[src/rtl/clear_ram.sv]
// clear_ram: single-port RAM with a hardware clear sweep.
// A sweep writes CLR_VALUE to every word, one word per cycle, while BUSY is
// high; user accesses are ignored during the sweep. Reads have one cycle of
// latency and are flagged by DVALID. Accesses at or beyond MEM_SIZE raise ERR.
// Handshake: an access is accepted on a rising CLK edge where EN=1, CLR=0 and
// the FSM is IDLE (BUSY=0); there is no back-pressure, so DVALID/ERR pulse on
// the cycle after the accepting edge and are never held off.
module clear_ram #(
    parameter int                    ADDR_WIDTH    = 8,
    parameter int                    DATA_WIDTH    = 10,
    parameter int                    MEM_SIZE      = 256,
    parameter logic [DATA_WIDTH-1:0] CLR_VALUE     = '0,
    parameter bit                    INIT_ON_RESET = 1'b1
) (
    input  logic                  CLK,
    input  logic                  RST_N,
    input  logic                  EN,
    input  logic                  WE,
    input  logic [ADDR_WIDTH-1:0] ADDR,
    input  logic [DATA_WIDTH-1:0] Din,
    input  logic                  CLR,
    output logic [DATA_WIDTH-1:0] Dout,
    output logic                  DVALID,
    output logic                  ERR,
    output logic                  BUSY,
    output logic                  DBG_STATE
);

    typedef enum logic {
        S_IDLE  = 1'b0,
        S_CLEAR = 1'b1
    } state_t;

    localparam logic [ADDR_WIDTH:0]   MEM_SIZE_W  = (ADDR_WIDTH+1)'(MEM_SIZE);
    localparam logic [ADDR_WIDTH-1:0] CNT_LAST    = ADDR_WIDTH'(MEM_SIZE - 1);
    localparam state_t                RESET_STATE = INIT_ON_RESET ? S_CLEAR : S_IDLE;

    logic [DATA_WIDTH-1:0] mem [0:MEM_SIZE-1];

    state_t                state;
    state_t                state_nxt;
    logic [ADDR_WIDTH-1:0] cnt;
    logic [ADDR_WIDTH-1:0] cnt_nxt;
    logic                  addr_ok;
    logic                  mem_we;
    logic [ADDR_WIDTH-1:0] mem_waddr;
    logic [DATA_WIDTH-1:0] mem_wdata;
    logic                  rd_fire;
    logic                  err_fire;

    assign addr_ok   = ({1'b0, ADDR} < MEM_SIZE_W);
    assign BUSY      = (state == S_CLEAR);
    assign DBG_STATE = state;

    // State register and sweep counter; reset parks the FSM in its start state.
    always_ff @(posedge CLK or negedge RST_N) begin
        if (!RST_N) begin
            state <= RESET_STATE;
            cnt   <= '0;
        end else begin
            state <= state_nxt;
            cnt   <= cnt_nxt;
        end
    end

    // Next-state logic, memory write port selection and access decode.
    always_comb begin
        state_nxt = state;
        cnt_nxt   = cnt;
        mem_we    = 1'b0;
        mem_waddr = cnt;
        mem_wdata = CLR_VALUE;
        rd_fire   = 1'b0;
        err_fire  = 1'b0;
        case (state)
            S_CLEAR: begin
                // CLR is deliberately not looked at here: a sweep never restarts.
                mem_we = 1'b1;
                if (cnt == CNT_LAST) begin
                    state_nxt = S_IDLE;
                    cnt_nxt   = '0;
                end else begin
                    cnt_nxt = cnt + 1'b1;
                end
            end
            default: begin
                if (CLR) begin
                    // Clear wins over a simultaneous access, which is dropped.
                    state_nxt = S_CLEAR;
                    cnt_nxt   = '0;
                end else if (EN) begin
                    if (addr_ok) begin
                        if (WE) begin
                            mem_we    = 1'b1;
                            mem_waddr = ADDR;
                            mem_wdata = Din;
                        end else begin
                            rd_fire = 1'b1;
                        end
                    end else begin
                        err_fire = 1'b1;
                        rd_fire  = !WE;
                    end
                end
            end
        endcase
    end

    // Memory array: no reset, only the sweep or a user write changes it.
    always_ff @(posedge CLK) begin
        if (mem_we) begin
            mem[mem_waddr] <= mem_wdata;
        end
    end

    // Registered read data and status pulses; Dout holds when no read completes.
    always_ff @(posedge CLK or negedge RST_N) begin
        if (!RST_N) begin
            Dout   <= '0;
            DVALID <= 1'b0;
            ERR    <= 1'b0;
        end else begin
            DVALID <= rd_fire;
            ERR    <= err_fire;
            if (rd_fire) begin
                Dout <= addr_ok ? mem[ADDR] : '0;
            end
        end
    end

endmodule

[config.mk]
export PLATFORM = sky130hd
export DESIGN_NAME = clear_ram
export DESIGN_NICKNAME = d
export VERILOG_FILES = /design/src/rtl/clear_ram.sv
export SDC_FILE = /design/constraint.sdc
export NUM_CORES = 2
export LEC_CHECK = 0
export CORE_MARGIN = 2
export CORE_UTILIZATION = 40
export DETAILED_ROUTE_END_ITERATION = 10
export PLACE_DENSITY = 0.53
export SETUP_SLACK_MARGIN = 0.05
export SYNTH_ARGS = -nofsm -noshare
export SYNTH_HDL_FRONTEND = slang
export SYNTH_SLANG_ARGS = --single-unit
[constraint.sdc]
create_clock -name CLK -period 6.7 [get_ports CLK]
set_input_delay 1.005 -clock CLK [delete_from_list [all_inputs] [get_ports CLK]]
set_output_delay 1.005 -clock CLK [all_outputs]
set_load 0.005 [all_outputs]
==> key figures <==
Clocking
  • Root buffer cell: clkbuf_16
  • Post-CTS Setup Bufs: 0
  • Hold buffers post-CTS: 0
  • CTS tree: yes
  • Clock-pin slew on the worst setup and hold paths: around 0.060 ns
  • CTS max path bufs: 4
  • Clock sinks: 2580
  • Worst skew pair latency: about 0.94 ns
  • CTS Buf Count: around 290
  • Post_cts resized: 0
  • H-tree Lvls: 5

Pwr
  • Max IR drop VDD: around 0.19 mV
  • Pleak: 37.9 nW
  • Power Density: 304 mW/mm^2

Timing
  • Clk_skew: 0.0596 ns
  • Peak Freq: approximately 0.2 GHz
  • Least-Margin Pin Slew: approximately 1.3 ns
  • Slew HR: between 10 and 15%
  • Final count of hold timing violations: 0
  • Setup-failing EPs final: 0
  • RSZ-0062 raised after global routing: no
  • Fraction of the cycle the final worst path needs: between 70% and 80%
  • Setup TNS: 0 ns
  • Final Max Tran Viols: 0
  • Hold_ws: between 0.6 and 0.7 ns
  • Minimum clock period: between 4 and 5 ns
  • Post-route setup slack: approximately 1.8 ns

Placed design
  • Buffers on Ports: 35
  • Place WS: a little under 1 ns
  • Detailed placement HPWL: ~180000 microns
  • Global placer's final weighted congestion: 0.912

Global routing
  • Largest net degree at the start of global routing: around 150
  • First-pass GRT wire length: just over 400000 microns
  • GRT Total Usage: between 20 and 25%
  • Vias in the first global route: 51400
  • Grt ovf: 0
  • Initial antenna violation count: 8

Min path
  • HP Start: BUSY$_DFF_PN1_
  • Type of the most critical hold path: reg2reg

Worst setup path
  • Critical Path Start Type: input port
  • WP data arrival: between 5 and 6 ns
  • Worst setup path end: mem[96][9]$_DFFE_PP_
  • Crit path kind: in2reg
  • Critical path endpoint category: flip-flop
  • Register-to-Register Setup Slack: 1.87 ns
  • Crit. Startpoint: CLR
  • Worst R2R Path Depth: 7
  • Worst EP required: slightly above 7 ns
  • RR Endpoint: mem[96][9]$_DFFE_PP_
  • Worst R2R Start: BUSY$_DFF_PN1_
  • CP max FO: 18

Yosys
  • Most common cell in the netlist: edfxtp_1
  • Cells after Synth: ~5000
  • Post-synth top flop: edfxtp_1
  • Share of the yosys chip area belonging to registers: between 70 and 80%
  • Distinct cells, synth: 76
  • Synthesized Nets: about 5000
  • Post-synth EDFFs: about 2600
  • Leading area contributor after synthesis: edfxtp_1
  • Syn Area/Cell: approximately 20 sq um
  • Area of the mapped netlist: approximately 0.1 sq mm
  • Synth top area share: between 70% and 80%
  • Flop and latch count out of synthesis: around 2600
  • Ys async rst share: less than 1%
  • Ranking of synthesized cells by area: edfxtp_1, mux4_2, mux2i_1, mux4_1, nor2_1
  • Post-synth top cells: edfxtp_1, mux2i_1, mux4_2
  • Synth warnings: 0

Route
  • Via density per instance: slightly below 6
  • WL per Instance: approximately 33 microns
  • Antenna Nets Post-Route: 0
  • Metal3 WL: 21600 microns
  • Via count: 51800
  • Initial DRC count: around 6000
  • M1 WL: between 100000 and 150000 microns
  • Drt total wl: ~290000 microns
  • DRC Markers: 0
  • Metal2 WL: between 100000 and 150000 microns
  • Drt first pass iters: 7
  • Max layer used: met5

Job
  • Max-cap violations: 0

Outcome
  • Status: finished clean

Cells and area
  • Fillers: 21100
  • Layout Nets: 5325
  • Syn-to-layout area delta: 12.9%
  • Share of layout cells above drive strength 1: 18.3%

Die
  • # IOs: 37
  • Initial core utilization: between 40 and 50%
  • # rows: approximately 180
  • Core area: ~0.25 sq mm
  • Die height: ~500 microns
  • Die area: approximately 0.26 sq mm
  • Die X: 508 microns
metal layers:
| layer | vias to the layer above | GRT usage, % |
|---|---|---|
| li1 | 21500 | - |
| met1 | 27700 | 30.9 |
| met2 | 2097 | 35.7 |
| met3 | 482 | 4.40 |
| met4 | 2 | 7.68 |
| met5 | - | 0 |
how the worst min path moves through the flow:
| stage | end | slack, ns | cells after the start |
|---|---|---|---|
| global route | cnt[2]$_DFFE_PN0P_ | 0.66 | 2 |
| finish | cnt[4]$_DFFE_PN0P_ | 0.62 | 2 |
| CTS | cnt[4]$_DFFE_PN0P_ | 0.62 | 2 |
| floorplan | Dout[7]$_DFFE_PN0P_ | 0.47 | 2 |
| global placement | cnt[4]$_DFFE_PN0P_ | 0.60 | 2 |
| detailed placement | cnt[4]$_DFFE_PN0P_ | 0.62 | 2 |
critical path, cell delays in order:
cell and delay (ns):
clkdlybuf4s50_1 0.47, nor2_2 0.33, nand3_1 0.67, or3_1 0.58, o31ai_2 0.22, nand3_2 0.83
buf_4 0.46, nor2_1 0.82
logic make-up after synthesis:
logic type,count (synthesis),synth area share (%)
AO/OA/AOI/OAI,641,4.45
XOR/XNOR,1,0.00864
adder cells (fa/ha/maj),1,0.0123
buffers and inverters,315,2.48
flip-flops,2580,76.3
multiplexers,915,14.2
other,1,0.00370
AND/OR/NAND/NOR,587,2.56
sequential cells by signal (all words and copies together) (netlist names):
register  flops
DVALID        1
Dout         10
mem        2560
cnt           8
BUSY          1
layout make-up:
class                   count  area [sq um]  share of cell area, %
flip-flops and latches   2580         77400                   67.6
multi-input cells        2146         21600                   18.9
clock buffers             360          7710                   6.73
well taps                3348          4190                   3.66
repair buffers            281          2640                   2.30
clock inverters           128           885                  0.773
inverters                   6          27.5                 0.0240
diodes                      8          20.0                 0.0175
per-stage QoR:
step / power, mW / instances / utilization (%) / area, sq um
3_5_place_dp: 20.4 / 8361 / 42.1 / 106000
3_3_place_gp: 20.4 / 8361 / 42.1 / 106000
2_1_floorplan: 19.4 / 5041 / - / 101000
4_1_cts: 35.0 / 8849 / 45.5 / 114000
5_1_grt: 35.7 / 8850 / 45.5 / 114000
6_report: 34.8 / 8857 / 45.5 / 114000
placed cells by master, fill, tap and decap left out, drive strengths merged, types with 12 or more instances in the layout:
cell type,n
buf,252
clkdlybuf4s50,29
a211oi,72
nand2,140
and2,17
a22oi,29
o22ai,160
dfrtp,19
nor2,286
nor3,26
o31ai,12
a21oi,75
mux2i,516
a221oi,49
clkinv,105
o21ai,82
a211o,13
nand3,45
mux4,397
nor4,12
edfxtp,2560
o221ai,75
nand3b,15
clkbuf,360
a2111oi,21
where the power goes:
group,switching [mW],internal [mW]
clock network,6.18,8.52
registers,0.158,17.8
logic,1.54,0.660
Power figures use the tool's default switching activity.
